$ cat config.mk
export PLATFORM = sky130hd
export DESIGN_NAME = oled_spi_sink
export DESIGN_NICKNAME = d
export VERILOG_FILES = /design/src/rtl/oled_spi_sink_pkg.sv /design/src/rtl/oled_spi_sink_spi_byte_rx.sv /design/src/rtl/oled_spi_sink.sv
export SDC_FILE = /design/constraint.sdc
export NUM_CORES = 1
export LEC_CHECK = 0
export CAP_MARGIN = 20
export CORE_MARGIN = 2
export CORE_UTILIZATION = 50
export DETAILED_ROUTE_END_ITERATION = 10
export PLACE_DENSITY_LB_ADDON = 0.15
export SYNTH_ARGS = -nofsm -noshare
export SYNTH_HDL_FRONTEND = slang
export SYNTH_SLANG_ARGS = --single-unit
$ cat constraint.sdc
create_clock -name clk -period 8.1 [get_ports clk]
set_input_delay 1.62 -clock clk [delete_from_list [all_inputs] [get_ports clk]]
set_output_delay 1.62 -clock clk [all_outputs]
set_load 0.01 [all_outputs]
$ cat src/rtl/oled_spi_sink_pkg.sv
// Shared opcodes, reset defaults and parser state for the OLED SPI sink model.
package oled_pkg;

   localparam logic [7:0] OP_DISPLAY_OFF  = 8'hAE;
   localparam logic [7:0] OP_DISPLAY_ON   = 8'hAF;
   localparam logic [7:0] OP_ENTIRE_OFF   = 8'hA4;
   localparam logic [7:0] OP_ENTIRE_ON    = 8'hA5;
   localparam logic [7:0] OP_NORMAL       = 8'hA6;
   localparam logic [7:0] OP_INVERT       = 8'hA7;
   localparam logic [7:0] OP_CONTRAST     = 8'h81;
   localparam logic [7:0] OP_ADDR_MODE    = 8'h20;
   localparam logic [7:0] OP_MUX_RATIO    = 8'hA8;
   localparam logic [7:0] OP_DISP_OFFSET  = 8'hD3;
   localparam logic [7:0] OP_CLK_DIV      = 8'hD5;
   localparam logic [7:0] OP_PRECHARGE    = 8'hD9;
   localparam logic [7:0] OP_VCOMH        = 8'hDB;
   localparam logic [7:0] OP_CHARGE_PUMP  = 8'h8D;
   localparam logic [7:0] OP_COL_ADDR     = 8'h21;
   localparam logic [7:0] OP_PAGE_ADDR    = 8'h22;

   localparam logic [7:0] CONTRAST_DEFAULT = 8'h7F;

   typedef enum logic [1:0] {
      OP   = 2'd0,
      ARG1 = 2'd1,
      ARG2 = 2'd2
   } parse_state_e;

endpackage

$ cat src/rtl/oled_spi_sink_spi_byte_rx.sv
// Synchronises the 4-wire OLED link into clk and assembles MSB-first bytes
// on rising io_sclk edges, tagging each with the dc level seen on bit 0.
module spi_byte_rx #(
   parameter int SYNC_STAGES = 2
) (
   input  logic       clk,
   input  logic       rst,
   input  logic       io_sclk,
   input  logic       io_sdin,
   input  logic       io_cs,
   input  logic       io_dc,
   input  logic       io_reset,
   output logic [7:0] data_byte,
   output logic       is_data,
   output logic       byte_valid,
   output logic       n_reset
);

   logic [SYNC_STAGES-1:0] sclk_q, sdin_q, cs_q, dc_q, nrst_q;
   logic       sclk_prev;
   logic [2:0] bit_cnt;
   logic [6:0] shift;
   logic       sclk_s, sdin_s, cs_s, dc_s, sclk_rise;

   assign sclk_s    = sclk_q[SYNC_STAGES-1];
   assign sdin_s    = sdin_q[SYNC_STAGES-1];
   assign cs_s      = cs_q[SYNC_STAGES-1];
   assign dc_s      = dc_q[SYNC_STAGES-1];
   assign n_reset   = nrst_q[SYNC_STAGES-1];
   assign sclk_rise = sclk_s & ~sclk_prev;

   // Idle-high lines reset high so leaving reset never looks like an edge.
   always_ff @(posedge clk or posedge rst) begin
      if (rst) begin
         sclk_q     <= '1;
         sdin_q     <= '0;
         cs_q       <= '1;
         dc_q       <= '0;
         nrst_q     <= '1;
         sclk_prev  <= 1'b1;
         bit_cnt    <= '0;
         shift      <= '0;
         data_byte  <= '0;
         is_data    <= 1'b0;
         byte_valid <= 1'b0;
      end else begin
         sclk_q     <= {sclk_q[SYNC_STAGES-2:0], io_sclk};
         sdin_q     <= {sdin_q[SYNC_STAGES-2:0], io_sdin};
         cs_q       <= {cs_q[SYNC_STAGES-2:0], io_cs};
         dc_q       <= {dc_q[SYNC_STAGES-2:0], io_dc};
         nrst_q     <= {nrst_q[SYNC_STAGES-2:0], io_reset};
         sclk_prev  <= sclk_s;
         byte_valid <= 1'b0;
         if (cs_s || !n_reset) begin
            bit_cnt <= '0;
         end else if (sclk_rise) begin
            if (bit_cnt == 3'd7) begin
               data_byte  <= {shift, sdin_s};
               is_data    <= dc_s;
               byte_valid <= 1'b1;
               bit_cnt    <= '0;
            end else begin
               shift   <= {shift[5:0], sdin_s};
               bit_cnt <= bit_cnt + 3'd1;
            end
         end
      end
   end

endmodule

$ cat src/rtl/oled_spi_sink.sv
// SSD1306-style controller end of the OLED link: command parser, display state
// registers and the horizontal-addressing framebuffer write pointer.
//
// state | meaning
// OP    | next command byte is an opcode
// ARG1  | next command byte is the first argument of opcode
// ARG2  | next command byte is the second argument (0x21 / 0x22 only)
module oled_spi_sink
   import oled_pkg::*;
#(
   parameter int SYNC_STAGES = 2,
   parameter int COLS        = 128,
   parameter int PAGES       = 8
) (
   input  logic       clk,
   input  logic       rst,
   input  logic       io_sclk,
   input  logic       io_sdin,
   input  logic       io_cs,
   input  logic       io_dc,
   input  logic       io_reset,
   output logic [9:0] fb_addr,
   output logic [7:0] fb_data,
   output logic       fb_we,
   output logic       frame_done,
   output logic       display_on,
   output logic [7:0] contrast,
   output logic       invert,
   output logic       entire_on,
   output logic       charge_pump
);

   localparam int CW = $clog2(COLS);
   localparam int PW = $clog2(PAGES);

   logic [7:0] rx_byte;
   logic       rx_is_data, rx_valid, n_reset_s;

   spi_byte_rx #(.SYNC_STAGES(SYNC_STAGES)) u_rx (
      .clk        (clk),
      .rst        (rst),
      .io_sclk    (io_sclk),
      .io_sdin    (io_sdin),
      .io_cs      (io_cs),
      .io_dc      (io_dc),
      .io_reset   (io_reset),
      .data_byte  (rx_byte),
      .is_data    (rx_is_data),
      .byte_valid (rx_valid),
      .n_reset    (n_reset_s)
   );

   parse_state_e   state, state_nxt;
   logic [7:0]     opcode, opcode_nxt;
   logic [CW-1:0]  col, col_nxt, col_start, col_start_nxt, col_end, col_end_nxt;
   logic [PW-1:0]  page, page_nxt, page_start, page_start_nxt, page_end, page_end_nxt;
   logic [9:0]     fb_addr_nxt;
   logic [7:0]     fb_data_nxt, contrast_nxt;
   logic           fb_we_nxt, frame_done_nxt, display_on_nxt, invert_nxt;
   logic           entire_on_nxt, charge_pump_nxt;

   always_comb begin
      state_nxt       = state;
      opcode_nxt      = opcode;
      col_nxt         = col;
      page_nxt        = page;
      col_start_nxt   = col_start;
      col_end_nxt     = col_end;
      page_start_nxt  = page_start;
      page_end_nxt    = page_end;
      fb_addr_nxt     = fb_addr;
      fb_data_nxt     = fb_data;
      fb_we_nxt       = 1'b0;
      frame_done_nxt  = 1'b0;
      display_on_nxt  = display_on;
      contrast_nxt    = contrast;
      invert_nxt      = invert;
      entire_on_nxt   = entire_on;
      charge_pump_nxt = charge_pump;

      if (rx_valid && rx_is_data) begin
         // A data byte always lands in the framebuffer, even mid-command.
         state_nxt   = OP;
         fb_we_nxt   = 1'b1;
         fb_data_nxt = rx_byte;
         fb_addr_nxt = 10'(page) * 10'(COLS) + 10'(col);
         if (col == col_end) begin
            col_nxt = col_start;
            if (page == page_end) begin
               page_nxt       = page_start;
               frame_done_nxt = 1'b1;
            end else begin
               page_nxt = (page == PW'(PAGES-1)) ? '0 : page + PW'(1);
            end
         end else begin
            col_nxt = (col == CW'(COLS-1)) ? '0 : col + CW'(1);
         end
      end else if (rx_valid) begin
         unique case (state)
            OP: begin
               opcode_nxt = rx_byte;
               case (rx_byte)
                  OP_DISPLAY_OFF: display_on_nxt = 1'b0;
                  OP_DISPLAY_ON:  display_on_nxt = 1'b1;
                  OP_ENTIRE_OFF:  entire_on_nxt  = 1'b0;
                  OP_ENTIRE_ON:   entire_on_nxt  = 1'b1;
                  OP_NORMAL:      invert_nxt     = 1'b0;
                  OP_INVERT:      invert_nxt     = 1'b1;
                  OP_CONTRAST, OP_ADDR_MODE, OP_MUX_RATIO, OP_DISP_OFFSET,
                  OP_CLK_DIV, OP_PRECHARGE, OP_VCOMH, OP_CHARGE_PUMP,
                  OP_COL_ADDR, OP_PAGE_ADDR: state_nxt = ARG1;
                  default: ;
               endcase
            end
            ARG1: begin
               state_nxt = OP;
               case (opcode)
                  OP_CONTRAST:    contrast_nxt    = rx_byte;
                  OP_CHARGE_PUMP: charge_pump_nxt = rx_byte[2];
                  OP_COL_ADDR: begin
                     col_start_nxt = rx_byte[CW-1:0];
                     state_nxt     = ARG2;
                  end
                  OP_PAGE_ADDR: begin
                     page_start_nxt = rx_byte[PW-1:0];
                     state_nxt      = ARG2;
                  end
                  default: ;
               endcase
            end
            ARG2: begin
               state_nxt = OP;
               if (opcode == OP_COL_ADDR) begin
                  col_end_nxt = rx_byte[CW-1:0];
                  col_nxt     = col_start;
               end else if (opcode == OP_PAGE_ADDR) begin
                  page_end_nxt = rx_byte[PW-1:0];
                  page_nxt     = page_start;
               end
            end
            default: state_nxt = OP;
         endcase
      end

      if (!n_reset_s) begin
         state_nxt       = OP;
         opcode_nxt      = '0;
         col_nxt         = '0;
         page_nxt        = '0;
         col_start_nxt   = '0;
         col_end_nxt     = CW'(COLS-1);
         page_start_nxt  = '0;
         page_end_nxt    = PW'(PAGES-1);
         fb_addr_nxt     = '0;
         fb_data_nxt     = '0;
         fb_we_nxt       = 1'b0;
         frame_done_nxt  = 1'b0;
         display_on_nxt  = 1'b0;
         contrast_nxt    = CONTRAST_DEFAULT;
         invert_nxt      = 1'b0;
         entire_on_nxt   = 1'b0;
         charge_pump_nxt = 1'b0;
      end
   end

   always_ff @(posedge clk or posedge rst) begin
      if (rst) begin
         state       <= OP;
         opcode      <= '0;
         col         <= '0;
         page        <= '0;
         col_start   <= '0;
         col_end     <= CW'(COLS-1);
         page_start  <= '0;
         page_end    <= PW'(PAGES-1);
         fb_addr     <= '0;
         fb_data     <= '0;
         fb_we       <= 1'b0;
         frame_done  <= 1'b0;
         display_on  <= 1'b0;
         contrast    <= CONTRAST_DEFAULT;
         invert      <= 1'b0;
         entire_on   <= 1'b0;
         charge_pump <= 1'b0;
      end else begin
         state       <= state_nxt;
         opcode      <= opcode_nxt;
         col         <= col_nxt;
         page        <= page_nxt;
         col_start   <= col_start_nxt;
         col_end     <= col_end_nxt;
         page_start  <= page_start_nxt;
         page_end    <= page_end_nxt;
         fb_addr     <= fb_addr_nxt;
         fb_data     <= fb_data_nxt;
         fb_we       <= fb_we_nxt;
         frame_done  <= frame_done_nxt;
         display_on  <= display_on_nxt;
         contrast    <= contrast_nxt;
         invert      <= invert_nxt;
         entire_on   <= entire_on_nxt;
         charge_pump <= charge_pump_nxt;
      end
   end

endmodule

# ---- After elaboration in Yosys (flattened, before gate mapping)
# Cells that the tools add are included.
dict set report classes {
  bitwise_logic 4
  mux 86
  addsub 4
  n_eq_ne 48
  n_reduce_logical 22
}
# operator count
set ops {}
lappend ops {{equality test 8 bit, second input constant} 15}
lappend ops {{two-way mux 7 bit} 16}
lappend ops {{two-way mux 8 bit} 11}
lappend ops {{two-way mux 3 bit} 22}
lappend ops {{equality test 8 x 6 -> 1 bit, second input constant} 5}
lappend ops {{AND reduction 4 bit} 8}
lappend ops {{two-way mux 1 bit} 26}
lappend ops {{inequality test 3 bit, second input constant} 8}
lappend ops {{two-way mux 10 bit} 2}
lappend ops {{inequality test 2 bit, second input constant} 10}
lappend ops {{AND reduction 3 bit} 4}
lappend ops {{adder 10 x 7 -> 10 bit} 1}
lappend ops {{two-way mux 2 bit} 5}
lappend ops {{AND reduction 5 bit} 2}
lappend ops {{OR reduction 10 bit} 1}
lappend ops {{adder 7 x 1 -> 7 bit, second input constant} 1}
lappend ops {{equality test 7 bit} 1}
lappend ops {{equality test 7 bit, second input constant} 1}
lappend ops {{adder 3 x 1 -> 3 bit, second input constant} 2}
lappend ops {{equality test 3 bit, second input constant} 2}
lappend ops {{case mux 1 bit (2 select lines)} 3}
lappend ops {{inequality test 4 bit, second input constant} 1}
lappend ops {{case mux 2 bit (2 select lines)} 1}
lappend ops {{equality test 3 bit} 1}
lappend ops {{other kinds (13)} 15}
dict set report totals {
  out_inout_bits 32
  elab_cells 192
  regBits 103
  in_bits 7
}

# ---- Depth between registers and ports, before layout
dict set report depth {
  word_depth 7
  mapped_depth 7
  mapped_depth_nobuf 6
}

# ---- Hierarchy
# From an unflattened synthesis, not the netlist that was laid out.
dict set report hier_totals {
  cells_unflattened 403
  hier_area_um2 4757.1
}
# module area_each_um2 cells_per_inst instances seq_area_each_um2
set by_module_without_submodules {}
lappend by_module_without_submodules {oled_spi_sink 3653.5 338 1 1823.0}
lappend by_module_without_submodules {spi_byte_rx 1103.6 65 1 784.5}

# ---- Least setup slack after synthesis
# Ideal clock, no wire load.
dict set report synth_path {
  path_type {reg-to-output}
  start {reg contrast[3]}
  end {out contrast[3]}
  path_stages_with_launch 1
  setup_slack_ps 5951
  n_path_buf 0
  arrival_ps 529
  t_required_ps 6480
  path_cell_list {dfstp_2}
}
# element line_no
set synth_rtl {}
lappend synth_rtl {{from (decl)} oled_spi_sink.sv:27} ;# output logic [7:0] contrast,
lappend synth_rtl {{from (signal assigned)} oled_spi_sink.sv:199} ;# contrast <= contrast_nxt;
# No word-level cell between the ends.

# ---- Final worst setup path
dict set report layout_path {
  start {reg contrast[4]}
  end {out contrast[4]}
}
# No word-level cell between the ends.

==> results.yml <==
place:
  dp_slack_ps: 4810
  placed_area_um2: 5070
  dpl.hpwl_um: 6290
  dp.cells: 542
  gp_congestion: 0.828
  io_buffers: 38
yosys:
  synth_most_common_cell: "dfrtp_1"
  synth_flop_cell: "dfrtp_1"
  synthTopCellsByArea: "dfrtp_1, dfstp_2, mux2_2"
  synth.distinct_cells: 54
  synth_edf_count: 0
  synth_seq_cells: 103
  seq_area_frac_synth_pct: 56.3
  syn_avg_cell_area_um2: 11.2
  synthArstFlopShare_pct: 100
  synth_top_area_share_pct: 42.7
  syn-cell-area_um2: 4630
  yosys_warnings: 0
  synth_cells: 412
  netlist_top_cells_count: "dfrtp_1, nand2_1, mux2_2, dfstp_2, a22o_1"
  synth_nets: 424
  synth_top_area_cell: "dfrtp_1"
job:
  maxCapViolations: 0
detailed_routing:
  vias: 3129
  first_iter_violations: 133
  drc: 0
  vias_per_cell: 5.61
  wl_per_cell_um: 16.7
  drt_wl_total_um: 9340
  ant_nets: 0
  first_pass_iters: 4
cells_and_area:
  layout.cells.non_filler: 558
  filler_cell_count: 806
  final_util_pct: 57.7
  drive_gt1_share_pct: 18.3
  post-route-cell-area_um2: 5260
  nNetsFinal: 454
  area_growth_pct: 13.6
  diodes: 0
critical_path:
  cp_top_family: "flip-flops"
  required_ps: 6480
  path_cells: "clkdlybuf4s50_1"
  start_kind: "flip-flop"
  cp-end-kind: "output port"
  crit_slowest_cell: "dfstp_2"
  slowest_delay_ps: 550
  path_buf_inv: 1
  cp_data_arrival_time_ps: 1440
  crit_type: "reg2out"
  cp_max_fo: 2
power:
  switching_power_uw: 233
  max-vdd-ir-drop_uv: 99.1
  power.internal_uw: 688
  power_frac_comb_pct: 6.7
  power_frac_seq_pct: 60.1
  power_density_nw_per_um2: 175
  p_sw_share_pct: 25.3
  clkPwrFrac_pct: 33.2
  cellLeakagePower_nw: 2.27
  p_total_uw: 921
worst_hold_path:
  hold_class: "reg2reg"
floorplanning:
  dieWidth_um: 100
  rows: 35
  design.die.area_um2: 10000
  core-area_um2: 9110
  die_h_um: 100
  initial_core_util_pct: 50.8
  io_pins: 39
clock_network:
  cts.sinks: 103
  cts_tree: "built"
  clk_pin_slew_ps: 100
  cts_buffer_depth: 2
  cts_root_buffer: "clkbuf_8"
  cts-hold-fix-buffers: 0
  cts_made_buffers: 9
  cts_resized: 0
  cts_max_level: 3
  postCtsSetupBuffers: 0
  clock_latency_ps: 370
timing:
  rsz0062_at_grt: "no"
  worstMarginPinSlew_ps: 1060
  fin_tns_setup_ps: 0
  setup_ws_ps: 5040
  max_freq_mhz: 327
  hold_viol: 0
  relSlewSlack_pct: 29.5
  finalMaxSlewViolations: 0
  skew_ps: 7.93
  min_period_ps: 3060
  holdWs_ps: 363
  period_share_pct: 37.8
  setup_viol_count_final: 0
global_route:
  grt_max_degree: 57
  grt_pass1_wl_um: 15800
  grt_usage_pct: 20.2
  antenna_found_initial: 0
  first_global_vias: 3195
  grt-ovfl-total: 0
outcome:
  run_status: "finished clean"
==> kinds of logic (layout without fill, tap and decap cells) <==
logic type	count (synthesis)	in the layout	synth area share, %
AO/OA/AOI/OAI	75	75	11.8
XOR/XNOR	11	11	2.08
adder cells (fa/ha/maj)	5	5	1.35
buffers and inverters	34	69	3.19
flip-flops	103	103	56.3
multiplexers	32	32	7.60
AND/OR/NAND/NOR	152	152	17.6
==> routing by layer <==
layer  GRT usage [%]  part of all wire (%)
met1            26.9                    47
met2            33.3                    49
met3            4.32                   2.5
met4            6.22                   1.6
met5               0                     0
==> placed cells by master, fill, tap and decap left out, types with 4 or more instances in the layout <==
| cell | synthesis | layout |
|---|---|---|
| dfrtp_1 | 79 | 79 |
| nand2_1 | 66 | 66 |
| clkdlybuf4s50_1 | 0 | 38 |
| mux2_2 | 25 | 25 |
| dfstp_2 | 24 | 24 |
| a22o_1 | 18 | 18 |
| nor2_1 | 17 | 17 |
| a21oi_1 | 15 | 15 |
| nor2b_1 | 13 | 13 |
| o21ai_0 | 13 | 13 |
| inv_1 | 12 | 11 |
| a21boi_0 | 9 | 9 |
| nand3_1 | 9 | 9 |
| clkbuf_8 | 0 | 9 |
| xor2_1 | 7 | 7 |
| mux2i_1 | 7 | 7 |
| nand2b_1 | 6 | 6 |
| nand4_1 | 6 | 6 |
| and2_1 | 6 | 6 |
| ha_1 | 5 | 5 |
| and3_1 | 4 | 4 |
| nor3_1 | 4 | 4 |
| a31oi_1 | 4 | 4 |
| o22ai_1 | 4 | 4 |
| xnor2_1 | 4 | 4 |
==> registers in the layout, summed over array words and instances (netlist names), 7 cells and up <==
| signal | cells |
|---|---|
| col_end | 7 |
| u_rx.shift | 7 |
| contrast | 8 |
| col_start | 7 |
| fb_addr | 10 |
| opcode | 8 |
| u_rx.data_byte | 8 |
| col | 7 |
| fb_data | 8 |
==> area by class of cell <==
class,instances,area (um^2),area share [%]
flip-flops and latches,103,2610,49.6
multi-input cells,275,1870,35.6
repair buffers,41,403,7.66
well taps,111,139,2.64
clock buffers,9,124,2.36
clock inverters,7,62.6,1.19
inverters,12,47.5,0.905
==> path summary, 6_finish.rpt <==
| check | start | to | slack [ps] | depth (start not counted) |
|---|---|---|---|---|
| max | contrast[4] | contrast[4] | 5040 | 1 |
| min | u_rx.sdin_q[0] | u_rx.sdin_q[1] | 360 | 0 |
| max reg2reg | u_rx.byte_valid | col[2] | 5660 | 5 |
| min reg2reg | u_rx.sdin_q[0] | u_rx.sdin_q[1] | 360 | 0 |
| max in group asynchronous | rst | u_rx.shift[3] | 5320 | 3 |
| min in group asynchronous | rst | opcode[3] | 1660 | 2 |
==> power groups by stage <==
stage	Clock [mW]	Combinational, mW	Sequential [mW]
CTS	0.317	0.0633	0.554
global placement	0	0.0618	0.563
global route	0.336	0.0688	0.557
floorplan	0	0.0422	0.562
detailed placement	0	0.0632	0.564
finish	0.305	0.0617	0.554
Power figures use the tool's default switching activity.
